File: config.mk
export PLATFORM = sky130hd
export DESIGN_NAME = baud_tick_generator
export DESIGN_NICKNAME = d
export VERILOG_FILES = /design/src/rtl/uart_pkg.sv /design/src/rtl/baud_frac_counter.sv /design/src/rtl/baud_tick_generator.sv
export SDC_FILE = /design/constraint.sdc
export NUM_CORES = 1
export LEC_CHECK = 0
export CORE_MARGIN = 8
export CORE_UTILIZATION = 55
export CTS_CLUSTER_DIAMETER = 200
export DETAILED_ROUTE_END_ITERATION = 8
export GPL_TIMING_DRIVEN = 0
export HOLD_SLACK_MARGIN = 0.02
export PLACE_DENSITY = 0.79
export SYNTH_ARGS = -nofsm -noshare
export SYNTH_HDL_FRONTEND = slang
export SYNTH_SLANG_ARGS = --single-unit
File: constraint.sdc
create_clock -name clk -period 4.5 [get_ports clk]
set_input_delay 0.45 -clock clk [delete_from_list [all_inputs] [get_ports clk]]
set_output_delay 0.45 -clock clk [all_outputs]
set_load 0.02 [all_outputs]
File: src/rtl/uart_pkg.sv
// ----------------------------------------------------------------------------
// uart_pkg: shared UART clocking constants, default baud divisor, FSM states.
// Rev 1.0
// ----------------------------------------------------------------------------
`default_nettype none

package uart_pkg;

    localparam int unsigned CLOCK_RATE      = 50_000_000;
    localparam int unsigned BAUD_RATE       = 115_200;
    localparam int unsigned BAUD_OVERSAMPLE = 16;
    localparam int unsigned BAUD_FRAC_BITS  = 4;

    // Divisor in 1/2^BAUD_FRAC_BITS cycle units, rounded to nearest.
    localparam int unsigned BAUD_DIV_FIXED =
        (CLOCK_RATE * (2 ** BAUD_FRAC_BITS) + (BAUD_RATE * BAUD_OVERSAMPLE) / 2)
        / (BAUD_RATE * BAUD_OVERSAMPLE);

    localparam int unsigned BAUD_DEFAULT_DIV_INT  = BAUD_DIV_FIXED >> BAUD_FRAC_BITS;
    localparam int unsigned BAUD_DEFAULT_DIV_FRAC = BAUD_DIV_FIXED % (2 ** BAUD_FRAC_BITS);

    typedef enum logic [1:0] {
        ST_IDLE    = 2'd0,
        ST_RUN     = 2'd1,
        ST_PENDING = 2'd2
    } baud_state_e;

endpackage

`default_nettype wire

File: src/rtl/baud_frac_counter.sv
// ----------------------------------------------------------------------------
// baud_frac_counter: cycle counter with fractional accumulator, emits rx tick.
// Rev 1.0
// ----------------------------------------------------------------------------
`default_nettype none

module baud_frac_counter
    import uart_pkg::*;
#(
    parameter int unsigned DIV_INT_W  = 16,
    parameter int unsigned DIV_FRAC_W = 4
) (
    input  logic                  clk,
    input  logic                  rst_n,
    input  logic                  clear_i,
    input  logic                  acc_clear_i,
    input  logic [DIV_INT_W-1:0]  div_int_i,
    input  logic [DIV_FRAC_W-1:0] div_frac_i,
    output logic                  tick_next_o,
    output logic                  rx_tick_o
);

    logic [DIV_INT_W-1:0]  cnt_q, cnt_d;
    logic [DIV_FRAC_W-1:0] acc_q, acc_d;
    logic                  tick_q;
    logic [DIV_INT_W-1:0]  div_eff;
    logic [DIV_FRAC_W:0]   acc_sum;
    logic [DIV_INT_W:0]    period;
    logic [DIV_INT_W:0]    cnt_inc;
    logic                  tick_next;

    // The carry of the pending accumulation stretches the period that is
    // currently being counted, so the first period after a clear is exactly D.
    always_comb begin
        div_eff = div_int_i;
        if (div_int_i == '0) begin
            div_eff = DIV_INT_W'(1);
        end
        acc_sum   = {1'b0, acc_q} + {1'b0, div_frac_i};
        period    = {1'b0, div_eff} + {{DIV_INT_W{1'b0}}, acc_sum[DIV_FRAC_W]};
        cnt_inc   = {1'b0, cnt_q} + {{DIV_INT_W{1'b0}}, 1'b1};
        tick_next = !clear_i && (cnt_inc >= period);

        cnt_d = cnt_q;
        acc_d = acc_q;
        if (clear_i) begin
            cnt_d = '0;
            acc_d = '0;
        end else begin
            if (tick_next) begin
                cnt_d = '0;
                acc_d = acc_sum[DIV_FRAC_W-1:0];
            end else begin
                cnt_d = cnt_inc[DIV_INT_W-1:0];
            end
            if (acc_clear_i) begin
                acc_d = '0;
            end
        end
    end

    always_ff @(posedge clk or negedge rst_n) begin
        if (!rst_n) begin
            cnt_q  <= '0;
            acc_q  <= '0;
            tick_q <= 1'b0;
        end else begin
            cnt_q  <= cnt_d;
            acc_q  <= acc_d;
            tick_q <= tick_next;
        end
    end

    assign tick_next_o = tick_next;
    assign rx_tick_o   = tick_q;

endmodule

`default_nettype wire

File: src/rtl/baud_tick_generator.sv
// ----------------------------------------------------------------------------
// baud_tick_generator: programmable rx/tx baud strobes with glitch-free reload.
// Rev 1.0
// ----------------------------------------------------------------------------
`default_nettype none

module baud_tick_generator
    import uart_pkg::*;
#(
    parameter int unsigned DIV_INT_W        = 16,
    parameter int unsigned DIV_FRAC_W       = 4,
    parameter int unsigned OVERSAMPLE       = 16,
    parameter int unsigned DEFAULT_DIV_INT  = BAUD_DEFAULT_DIV_INT,
    parameter int unsigned DEFAULT_DIV_FRAC = BAUD_DEFAULT_DIV_FRAC
) (
    input  logic                  clk,
    input  logic                  rst_n,
    input  logic                  enable,
    input  logic                  cfg_valid,
    input  logic [DIV_INT_W-1:0]  cfg_div_int,
    input  logic [DIV_FRAC_W-1:0] cfg_div_frac,
    output logic                  cfg_ready,
    output logic                  rx_tick,
    output logic                  tx_tick,
    output logic [DIV_INT_W-1:0]  active_div_int,
    output logic [DIV_FRAC_W-1:0] active_div_frac
);

    localparam int unsigned     OS_W   = $clog2(OVERSAMPLE);
    localparam logic [OS_W-1:0] OS_MAX = OS_W'(OVERSAMPLE - 1);

    baud_state_e           state_q, state_d;
    logic [OS_W-1:0]       os_cnt_q, os_cnt_d;
    logic                  tx_tick_q, tx_tick_d;
    logic                  arm_q, arm_d;
    logic                  ready_q, ready_d;
    logic [DIV_INT_W-1:0]  act_int_q, act_int_d;
    logic [DIV_FRAC_W-1:0] act_frac_q, act_frac_d;
    logic [DIV_INT_W-1:0]  shd_int_q, shd_int_d;
    logic [DIV_FRAC_W-1:0] shd_frac_q, shd_frac_d;

    logic run_clear;
    logic acc_clear;
    logic tick_next;
    logic handshake;

    assign run_clear = !enable || (state_q == ST_IDLE);
    assign handshake = cfg_valid && ready_q;

    baud_frac_counter #(
        .DIV_INT_W  (DIV_INT_W),
        .DIV_FRAC_W (DIV_FRAC_W)
    ) u_frac_counter (
        .clk         (clk),
        .rst_n       (rst_n),
        .clear_i     (run_clear),
        .acc_clear_i (acc_clear),
        .div_int_i   (act_int_q),
        .div_frac_i  (act_frac_q),
        .tick_next_o (tick_next),
        .rx_tick_o   (rx_tick)
    );

    always_comb begin
        state_d    = state_q;
        ready_d    = ready_q;
        act_int_d  = act_int_q;
        act_frac_d = act_frac_q;
        shd_int_d  = shd_int_q;
        shd_frac_d = shd_frac_q;
        arm_d      = 1'b0;
        os_cnt_d   = os_cnt_q;
        tx_tick_d  = 1'b0;
        acc_clear  = 1'b0;

        if (run_clear) begin
            os_cnt_d = '0;
        end else if (tick_next) begin
            if (os_cnt_q == OS_MAX) begin
                os_cnt_d  = '0;
                tx_tick_d = 1'b1;
            end else begin
                os_cnt_d = os_cnt_q + OS_W'(1);
            end
        end

        case (state_q)
            ST_IDLE: begin
                if (handshake) begin
                    act_int_d  = cfg_div_int;
                    act_frac_d = cfg_div_frac;
                end
                if (enable) begin
                    state_d = ST_RUN;
                end
            end
            ST_RUN: begin
                if (!enable) begin
                    state_d = ST_IDLE;
                    if (handshake) begin
                        act_int_d  = cfg_div_int;
                        act_frac_d = cfg_div_frac;
                    end
                end else if (handshake) begin
                    shd_int_d  = cfg_div_int;
                    shd_frac_d = cfg_div_frac;
                    ready_d    = 1'b0;
                    state_d    = ST_PENDING;
                end
            end
            ST_PENDING: begin
                // arm only on a tx tick produced after acceptance; apply one cycle later
                arm_d = tx_tick_d;
                if (!enable || arm_q) begin
                    act_int_d  = shd_int_q;
                    act_frac_d = shd_frac_q;
                    ready_d    = 1'b1;
                    arm_d      = 1'b0;
                    acc_clear  = enable;
                    state_d    = enable ? ST_RUN : ST_IDLE;
                end
            end
            default: begin
                state_d = ST_IDLE;
                ready_d = 1'b1;
            end
        endcase
    end

    always_ff @(posedge clk or negedge rst_n) begin
        if (!rst_n) begin
            state_q    <= ST_IDLE;
            os_cnt_q   <= '0;
            tx_tick_q  <= 1'b0;
            arm_q      <= 1'b0;
            ready_q    <= 1'b1;
            act_int_q  <= DIV_INT_W'(DEFAULT_DIV_INT);
            act_frac_q <= DIV_FRAC_W'(DEFAULT_DIV_FRAC);
            shd_int_q  <= '0;
            shd_frac_q <= '0;
        end else begin
            state_q    <= state_d;
            os_cnt_q   <= os_cnt_d;
            tx_tick_q  <= tx_tick_d;
            arm_q      <= arm_d;
            ready_q    <= ready_d;
            act_int_q  <= act_int_d;
            act_frac_q <= act_frac_d;
            shd_int_q  <= shd_int_d;
            shd_frac_q <= shd_frac_d;
        end
    end

    assign tx_tick         = tx_tick_q;
    assign cfg_ready       = ready_q;
    assign active_div_int  = act_int_q;
    assign active_div_frac = act_frac_q;

endmodule

`default_nettype wire

==> run summary, run 1 <==
Outcome: finished, final reports clean
Number of synthesized flops with an enable pin: 0
TritonCTS clock tree: yes
Root Driver: clkbuf_8
Remaining DRCs: 0
Fin util: 67.2%
Core Area: 7140 um^2
Yosys reg bits: 70
Filler-free cell count of the finished design: 538
Via count: 2,979
Skew final: 0.0118 ns
Global Route Usage Sum: 17.9%
WL per Instance: 16.0 um
Standard-cell rows: 31
Largest net degree at the start of global routing: 71
Antenna Cells: 0
Max Clock Freq: 241 MHz
H-tree depth: 3
Worst min path class: primary input to asynchronous set/reset pin
Most frequent cells in the layout: dfrtp_1, clkdlybuf4s50_1, nand2_1
IO Count: 47
Initial antenna violation count: 0
Area of the die: 10,200 um^2
Starting Density: 55.9%
Yosys top cell by area: dfrtp_1
Worst relative slew slack: 42.5%
Final hold vios: 0
Hpwl dp: 6300 um
Worst-Skew Late Latency: 0.35 ns
Clock Sinks: 70
Leading register cell type out of synthesis: dfrtp_1
Hold buffers post-CTS: 0
Number of global-route vias before repair: 3,111
Area growth syn-to-layout: 20.2%
Antenna-violating nets left: 0
Part of the cycle the worst path needs: 92.4%
Share of layout cells above drive strength 1: 13.9%
Vias/cell: 5.54
Detailed Route Iter0 Violations: 152
Placed Area: 4570 um^2
Final Wtd Congestion: 0.806
CP arrival: 4.43 ns
Post-Syn Instances: 375
Setup violators final: 0
Max Root-Sink Buffers: 2
Pwr Density: 449 nW/um^2
Startpoint Class: flip-flop
Commonest non-fill, non-tap cell in the layout: dfrtp_1
VDD IR max: 0.000280 V
WL final: 8580 um
Filler cell count: 569
Seq/Total Area, Yosys: 44.1%
Avg Cell Area, Syn: 10.6 um^2
Die Wd: 101 um
Synth Cell Area: 3990 um^2
Worst r2r path cells: 18
Yosys warning count: 0
Setup TNS: 0 ns
Grt ovf: 0
Unique masters post-synth: 48
Req. time, crit path: 4.77 ns
Area contributors post-synth: dfrtp_1, ha_1, mux2i_1
Post-Place Cells: 520
CTS clk-pin slew, worst paths: 0.08 ns
Fin area: 4800 um^2
TritonCTS buffer count: 9
Pleak: 2.15 nW
First-pass GRT wire length: 14,500 um
Die height: 101 um
Max Cap Viol: 0
Final nets: 484
Worst-margin pin slew: 0.862 ns
Top-area cell type share of the netlist area: 40.1%
Final min period: 4.16 ns
Async S/R FF share, synth: 100%
First drt pass iteration count: 4
WS Path Type: flip-flop to flip-flop
Final Max Slew Viols: 0
Critical Path Fanout Max: 10
Mapped Nets: 425
Crit path capture type: flip-flop
IO buf count: 46
==> timing repair <==
item / in CTS / in global routing
setup endpoints to repair: 0 / 14
hold endpoints to repair: 0 / 0
buffers inserted: 0 / 2
resized for setup: 0 / 2
==> area by class of cell <==
type	count	area (um^2)	share of cell area (%)
flip-flops and latches	70	1760	36.7
repair buffers	48	473	9.86
inverters	6	22.5	0.469
multi-input cells	285	2140	44.6
plain buffers	14	80.1	1.67
clock inverters	6	61.3	1.28
clock buffers	10	138	2.87
well taps	99	124	2.58
==> sequential cells by signal, summed over array words and instances, names as in the netlist <==
name and flops:
u_frac_counter.rx_tick_o 1, tx_tick 1, shd_frac_q 4, u_frac_counter.cnt_q 16, shd_int_q 16, u_frac_counter.acc_q 4
cfg_ready 1, active_div_frac 4, arm_q 1, os_cnt_q 4, active_div_int 16, state_q 2
==> per-stage QoR <==
step / power, mW / hold slack, ns / setup slack (ns)
5_1_grt: 2.27 / 0.284 / -0.0120
2_1_floorplan: 1.32 / 0.154 / 0.619
3_3_place_gp: 1.63 / 0.489 / 0.326
3_5_place_dp: 1.65 / 0.495 / 0.226
4_1_cts: 2.16 / 0.239 / 0.191
6_report: 2.15 / 0.225 / 0.342
==> cell usage after synthesis, types with 2 or more instances <==
cell type  instances
dfrtp_1           64
nand2_1           42
mux2i_1           27
ha_1              25
o21ai_0           23
nand3_1           21
mux2_2            20
nor2b_1           18
xnor2_1           17
xor2_1            13
a21oi_1           11
and3_1            10
nor2_1             9
nand4_1            7
clkbuf_1           6
dfstp_2            6
inv_1              6
and4_1             4
buf_2              4
nand2b_1           4
nor3_1             4
nor4_1             3
a221o_1            2
buf_4              2
buf_6              2
o21a_1             2
o21bai_1           2
==> cells by family (layout without fill, tap and decap cells) <==
logic type | Yosys count | count (layout) | synth area share, %
and+or+nand+nor | 130 | 130 | 17.4
DFF | 70 | 70 | 44.1
AOI/OAI and AO/OA | 52 | 52 | 8.62
muxes | 47 | 47 | 12.4
xor gates and xnor gates | 30 | 30 | 6.58
adders and majority gates | 26 | 26 | 8.34
buffers and inverters | 20 | 84 | 2.57
==> worst paths after layout <==
path                                         start                       end  slack, ns
worst min-delay path                         rst_n  u_frac_counter.cnt_q[10]       0.23
max in group asynchronous                    rst_n              shd_int_q[1]       3.73
worst max-delay path            active_div_frac[1]  u_frac_counter.cnt_q[13]       0.34
worst min register to register        shd_int_q[4]              shd_int_q[4]       0.51
worst max register to register  active_div_frac[1]  u_frac_counter.cnt_q[13]       0.34
min in group clk                      shd_int_q[4]              shd_int_q[4]       0.51
==> layer usage <==
layer	part of all wire, %	routed length [um]	global-route usage, %
met3	3.4	289	3.71
met4	1.4	123	7.56
met5	0	0	0
met1	44	3810	22.1
met2	51	4350	29.8
==> worst max-delay path, cell delays in order (launching register included) <==
cell and delay (ns):
dfstp_2 0.57, inv_1 0.06, fa_1 0.47, nor2b_1 0.12, o21ai_0 0.07, nand2b_1 0.09
ha_1 0.19, ha_1 0.19, nand3_1 0.16, nor2_2 0.23, nand2_1 0.09, xor2_1 0.15
ha_1 0.32, a21oi_1 0.17, o21ai_0 0.16, a221oi_2 0.37, nand4_1 0.27, buf_4 0.26
nor2b_1 0.13
==> where the power goes <==
group	leakage (nW)	internal [mW]	total, mW	switching (mW)
Combinational	1.12	0.347	0.724	0.377
Clock	0.102	0.269	0.509	0.240
Sequential	0.925	0.762	0.921	0.160
Note: power is estimated with default switching activity, not from simulation.
==> run 2, diff against run 1 <==
Clock period 4.5 ns to 4.9 ns, I/O delays scaled along.
==> run summary, run 2 (synthesis gave the netlist of run 1 again) <==
Kind of cell adding the most delay to the critical path: simple AND/OR/NAND/NOR gates
Most frequent cells in the layout: dfrtp_1, clkdlybuf4s50_1, nand2_1
Post-CTS Resized: 0 (unchanged)
Max Cap Viol: 0 (unchanged)
Largest net degree at the start of global routing: 71 (unchanged)
Req. time, crit path: 5.18 ns (+0.41 ns)
Part of the cycle the worst path needs: 87.8% (-4.6 points)
Hpwl dp: 6300 um (unchanged)
WL final: 8510 um (-0.87%)
H-tree depth: 3 (unchanged)
Hold Worst Slack: 0.253 ns (+0.0276 ns)
Worst relative slew slack: 42.6% (+0.14 points)
CP Depth: 18 (unchanged)
Standard-cell rows: 31 (unchanged)
Detailed Route Iter0 Violations: 163 (+7.2%)
CP peak stage delay: 0.57 ns (about the same)
Worst r2r path cells: 18 (unchanged)
Worst-Skew Late Latency: 0.35 ns (about the same)
Die height: 101 um (unchanged)
Final Max Slew Viols: 0 (unchanged)
Final Wtd Congestion: 0.806 (unchanged)
First drt pass iteration count: 4 (unchanged)
Crit path capture type: flip-flop
Number of global-route vias before repair: 3,111 (unchanged)
Root Driver: clkbuf_8
Switch share: 36.1% (about the same)
IO Count: 47 (unchanged)
Critical-path cell list: inv_1, fa_1, nor2b_1, o21ai_0, nand2b_1, ha_1, ha_1, nand3_1, nor2_1, nand4_1, xor2_1, ha_1, nand4_1, nor2_1, a221oi_1, nand4_1, buf_4, nor2b_1
Vias/cell: 5.54 (about the same)
Antenna-violating nets left: 0 (unchanged)
Remaining DRCs: 0 (unchanged)
Global Route Usage Sum: 17.9% (unchanged)
Outcome: finished, final reports clean
IO buf count: 46 (unchanged)
CP arrival: 4.58 ns (+0.15 ns)
Commonest non-fill, non-tap cell in the layout: dfrtp_1
WL per Instance: 15.9 um (-0.50%)
Setup TNS: 0 ns (unchanged)
Pint: 1.26 mW (-8.3%)
Clock Sinks: 70 (unchanged)
Die Wd: 101 um (unchanged)
Multi-input combinational cell area: 2130 um^2 (-0.41%)
Via count: 2,967 (-0.40%)
Clk pwr share: 23.8% (+0.2 points)
Initial antenna violation count: 0 (unchanged)
CTS clk-pin slew, worst paths: 0.08 ns (about the same)
Pwr Density: 414 nW/um^2 (-7.8%)
Fin util: 66.9% (-0.33 points)
Critical Path Fanout Max: 10 (unchanged)
Worst-margin pin slew: 0.860 ns (-0.00211 ns)
Pre-CTS WS: 0.626 ns (+0.400 ns)
Final nets: 482 (-0.41%)
Area growth syn-to-layout: 19.6%
First-pass GRT wire length: 14,500 um (unchanged)
Setup ws final: 0.599 ns (+0.257 ns)
Starting Density: 55.9% (unchanged)
Pleak: 2.14 nW (-0.56%)
Register share of total power: 42.8% (about the same)
Net switching power: 0.713 mW (-8.2%)
# Post-CTS Setup Buffers: 0 (unchanged)
Skew final: 0.0120 ns (+0.000278 ns)
Logic pwr share: 33.4% (-0.2 points)
Storage cell area: 1760 um^2 (unchanged)
Pwr Total: 1.98 mW (-8.3%)
Setup violators final: 0 (unchanged)
Crit-path slowest cell: dfstp_2
VDD IR max: 0.000257 V (-8.4%)
Hold buffers post-CTS: 0 (unchanged)
Worst min path class: primary input to asynchronous set/reset pin
Final hold vios: 0 (unchanged)
Area of the die: 10,200 um^2 (unchanged)
Startpoint Class: flip-flop
Filler cell count: 571 (+0.35%)
TritonCTS buffer count: 9 (unchanged)
TritonCTS clock tree: yes
Max Root-Sink Buffers: 2 (unchanged)
Final min period: 4.30 ns (+0.143 ns)
Max Clock Freq: 233 MHz (-3.3%)
Unrepaired setup endpoints after global routing: no
WS Path Type: flip-flop to flip-flop
Buf+Inv Stages, Crit Path: 2 (unchanged)
Antenna Cells: 0 (unchanged)
Grt ovf: 0 (unchanged)
Share of layout cells above drive strength 1: 13.0% (-0.85 points)
Core Area: 7140 um^2 (unchanged)
-- run 2: changes by cell type in the layout (fill, tap and decap cells not counted) --
cell / delta
nor2_1: +1
nor2_2: -1
a221oi_2: -1
a221oi_1: +1
buf_4: -2
-- run 2: worst paths after layout --
kind                                            end  slack [ns]               start
setup / recovery           u_frac_counter.cnt_q[13]        0.60  active_div_frac[1]
hold / removal             u_frac_counter.cnt_q[10]        0.25               rst_n
setup reg to reg           u_frac_counter.cnt_q[13]        0.60  active_div_frac[1]
hold reg to reg                        shd_int_q[4]        0.51        shd_int_q[4]
max in group asynchronous              shd_int_q[1]        4.10               rst_n
min in group clk                       shd_int_q[4]        0.51        shd_int_q[4]
-- run 2: metal layers --
layer	GRT usage, %	wire [um]	vias up
li1	-	-	1452
met1	22.1	3730	1439
met2	29.8	4310	63
met3	3.71	326	13
met4	7.56	145	0
met5	0	0	-
-- run 2: worst register-to-register path, cell delays in order (launching register included) --
cell,delay (ns)
dfstp_2,0.57
inv_1,0.06
fa_1,0.47
nor2b_1,0.12
o21ai_0,0.07
nand2b_1,0.09
ha_1,0.19
ha_1,0.19
nand3_1,0.15
nor2_1,0.28
nand4_1,0.15
xor2_1,0.16
ha_1,0.32
nand4_1,0.20
nor2_1,0.08
a221oi_1,0.42
nand4_1,0.30
buf_4,0.27
nor2b_1,0.13
-- run 2: layout make-up --
type                       instances  area share (%)
sequential                        70            36.9
multi-input combinational        285            44.6
clock buffer                      10            2.88
buffer                            14            1.68
tap                               99            2.60
inverter                           6           0.472
clock inverter                     6            1.28
timing repair buffer              46            9.59
-- run 2: power groups by stage --
stage | Clock (mW) | Sequential [mW] | Combinational (mW)
finish | 0.470 | 0.846 | 0.661
global route | 0.498 | 0.860 | 0.725
CTS | 0.475 | 0.843 | 0.669
detailed placement | 0 | 0.853 | 0.665
global placement | 0 | 0.852 | 0.641
floorplan | 0 | 0.916 | 0.299
-- run 2: stage by stage --
step / area (um^2) / std cells
global placement: 4580 / 520
detailed placement: 4570 / 520
global route: 4770 / 536
finish: 4770 / 536
floorplan: 3990 / 375
CTS: 4770 / 536
==> run 3, diff against run 2 <==
Settings changed: ABC_AREA set to 1, PLACE_DENSITY 0.79 to 0.78.
==> run summary, run 3 <==
Outcome: finished, final reports clean
Yosys top cell by area: dfrtp_1
Logic pwr share: 40.5% (+7.1 points)
Switch share: 41.6% (+5.5 points)
Initial antenna violation count: 0 (unchanged)
Antenna-violating nets left: 0 (unchanged)
Pwr Density: 447 nW/um^2 (+7.8%)
Most frequent cells in the layout: nand2_1, inv_1, dfrtp_1
Area growth syn-to-layout: 17.7%
Number of global-route vias before repair: 3,610 (+16%)
Core Area: 7650 um^2 (+7.2%)
Area of the die: 10,900 um^2 (+6.4%)
Worst-margin pin slew: 0.868 ns (+0.00820 ns)
Yosys warning count: 0 (unchanged)
Number of synthesized flops with an enable pin: 0 (unchanged)
Post-synth top cells: nand2_1, inv_1, dfrtp_1, nor2_1, a21oi_1
R2r setup slk: 0.81 ns (+0.21 ns)
Final nets: 651 (+35%)
Count leader, synth: nand2_1
Top-area cell type share of the netlist area: 37.3% (-2.8 points)
Max Root-Sink Buffers: 2 (unchanged)
Pre-CTS WS: 0.829 ns (+0.203 ns)
Seq/Total Area, Yosys: 41.0% (-3.1 points)
Grt ovf: 0 (unchanged)
Yosys reg bits: 70 (unchanged)
WL met2: 4690 um (+9.0%)
Standard-cell rows: 32 (+3.2%)
TritonCTS buffer count: 9 (unchanged)
Storage cell area: 1760 um^2 (unchanged)
Pleak: 2.54 nW (+19%)
Final Wtd Congestion: 0.855 (+6.0%)
IO buf count: 46 (unchanged)
First drt pass iteration count: 4 (unchanged)
Clk pwr share: 18.7% (-5.1 points)
Hpwl dp: 7250 um (+15%)
VDD IR max: 0.000267 V (+3.9%)
Final hold vios: 0 (unchanged)
Register share of total power: 40.8% (-2.0 points)
CP most frequent cell: ha_1
Worst relative slew slack: 42.1% (-0.55 points)
WS Path Type: flip-flop to flip-flop
Root Driver: clkbuf_8
Crit-path slowest cell: dfstp_2
Die height: 104 um (+3.1%)
Via count: 3,593 (+21%)
Kind of cell adding the most delay to the critical path: simple AND/OR/NAND/NOR gates
Post-CTS Resized: 0 (unchanged)
Pint: 1.32 mW (+4.4%)
Part of the cycle the worst path needs: 83.5% (-4.3 points)
Net switching power: 0.938 mW (+32%)
Skew final: 0.00632 ns (-0.00573 ns)
Unique masters post-synth: 36 (-25%)
Starting Density: 56.2% (+0.23 points)
Worst min path class: primary input to asynchronous set/reset pin
Worst r2r path cells: 21 (+3)
Setup violators final: 0 (unchanged)
Antenna Cells: 0 (unchanged)
CP peak stage delay: 0.56 ns (about the same)
WL final: 9320 um (+9.6%)
Critical-path cell list: inv_1, fa_1, o21ai_0, ha_1, ha_1, nand3_2, nor2_4, nand4_4, nor2_4, nand2_2, nor2_2, xor2_1, ha_1, nand2_1, nor2_1, nand2_1, inv_1, nand2_2, nand3_2, nand3_1, nor2_1
Remaining DRCs: 0 (unchanged)
Placed Area: 4880 um^2 (+6.7%)
Worst reg2reg endpoint: arm_q
Largest net degree at the start of global routing: 71 (unchanged)
Die Wd: 104 um (+3.1%)
Async S/R FF share, synth: 100% (unchanged)
Hold buffers post-CTS: 0 (unchanged)
Buf+Inv Stages, Crit Path: 2 (unchanged)
Req. time, crit path: 5.19 ns (about the same)
Area contributors post-synth: dfrtp_1, nand2_1, inv_1
Multi-input combinational cell area: 2130 um^2 (about the same)
Detailed Route Iter0 Violations: 164 (+0.61%)
# Post-CTS Setup Buffers: 0 (unchanged)
Post-Syn Instances: 544 (+45%)
Max Used Layer: met4
TritonCTS clock tree: yes
Final min period: 4.09 ns (-0.210 ns)
Commonest non-fill, non-tap cell in the layout: nand2_1
Global Route Usage Sum: 17.6% (-0.35 points)
H-tree depth: 3 (unchanged)
Hold Worst Slack: 0.242 ns (-0.0102 ns)
Crit path capture type: flip-flop
Max Cap Viol: 0 (unchanged)
Synth Cell Area: 4300 um^2 (+7.6%)
Leading register cell type out of synthesis: dfrtp_1
CTS clk-pin slew, worst paths: 0.08 ns (about the same)
Fin area: 5060 um^2 (+5.9%)
Clock Sinks: 70 (unchanged)
First-pass GRT wire length: 15,900 um (+10%)
Setup ws final: 0.809 ns (+0.210 ns)
Share of layout cells above drive strength 1: 10.6% (-2.5 points)
WL per Instance: 13.2 um (-17%)
Worst reg2reg path startpoint: active_div_frac[1]
Setup TNS: 0 ns (unchanged)
Unrepaired setup endpoints after global routing: no
IO Count: 47 (unchanged)
CP arrival: 4.38 ns (-0.20 ns)
WL met1: 4210 um (+13%)
Critical Path Fanout Max: 10 (unchanged)
Vias/cell: 5.07 (-8.3%)
Max Clock Freq: 244 MHz (+5.1%)
Startpoint Class: flip-flop
Filler cell count: 628 (+10%)
Worst-Skew Late Latency: 0.35 ns (about the same)
DR WL met3: 284 um (-13%)
Avg Cell Area, Syn: 7.90 um^2 (-26%)
Mapped Nets: 594 (+40%)
Final Max Slew Viols: 0 (unchanged)
## run 3: cell types whose count changed after synthesis, moves of 20 or more
cell / before / now
mux2_2: 20 / 0
inv_1: 6 / 86
nand2_1: 42 / 100
nor2_1: 9 / 57
a21oi_1: 11 / 35
mux2i_1: 27 / 0
## run 3: final cells by class
| class | count | area share, % |
|---|---|---|
| multi-input combinational | 369 | 42.1 |
| sequential | 70 | 34.8 |
| timing repair buffer | 46 | 9.06 |
| inverter | 90 | 6.68 |
| clock buffer | 10 | 2.52 |
| tap | 102 | 2.52 |
| buffer | 15 | 1.36 |
| clock inverter | 6 | 0.940 |
## run 3: worst max-delay path by stage
stage	start	endpoint	slack, ns	cells past startpoint
after floorplan	active_div_frac[1]	u_frac_counter.cnt_q[10]	1.21	22
after CTS	active_div_frac[1]	arm_q	0.80	21
final	active_div_frac[1]	arm_q	0.81	21
after detailed placement	active_div_frac[1]	u_frac_counter.cnt_q[14]	0.83	22
after global placement	active_div_frac[1]	tx_tick	0.94	21
after global routing	active_div_frac[1]	arm_q	0.47	21
## run 3: cells by family (layout without fill, tap and decap cells)
logic type                 Yosys count  in the layout  synth area share [%]
DFF                                 70             70                  41.0
xor gates and xnor gates            26             26                  5.30
buffers and inverters              105            167                  9.47
adders and majority gates           26             26                  7.75
and+or+nand+nor                    237            237                  26.1
AOI/OAI and AO/OA                   80             80                  10.4
## run 3: worst register-to-register path, cell delays in order, from the launching register on
cell,delay (ns)
dfstp_2,0.56
inv_1,0.08
fa_1,0.47
o21ai_0,0.24
ha_1,0.23
ha_1,0.21
nand3_2,0.12
nor2_4,0.13
nand4_4,0.11
nor2_4,0.14
nand2_2,0.07
nor2_2,0.09
xor2_1,0.07
ha_1,0.29
nand2_1,0.09
nor2_1,0.20
nand2_1,0.13
inv_1,0.09
nand2_2,0.16
nand3_2,0.24
nand3_1,0.17
nor2_1,0.11
## run 3: layer usage
| metal | global-route usage (%) | vias to the layer above |
|---|---|---|
| met4 | 6.72 | 0 |
| li1 | - | 1846 |
| met5 | 0 | - |
| met2 | 30.9 | 68 |
| met1 | 20.8 | 1666 |
| met3 | 2.91 | 13 |
## run 3: power groups by stage
stage          sequential, mW  combinational (mW)  clock (mW)
2_1_floorplan           0.995               0.486           0
6_report                0.920               0.915       0.423
5_1_grt                 0.943                1.02       0.455
4_1_cts                 0.918               0.925       0.428
3_3_place_gp            0.922               0.891           0
3_5_place_dp            0.928               0.919           0
## run 3: metrics by stage
stage               std cells  utilization, %  power, mW
floorplan                 544               -       1.48
global placement          692            63.9       1.81
detailed placement        692            63.8       1.85
CTS                       708            66.1       2.27
global route              708            66.1       2.41
finish                    708            66.1       2.26
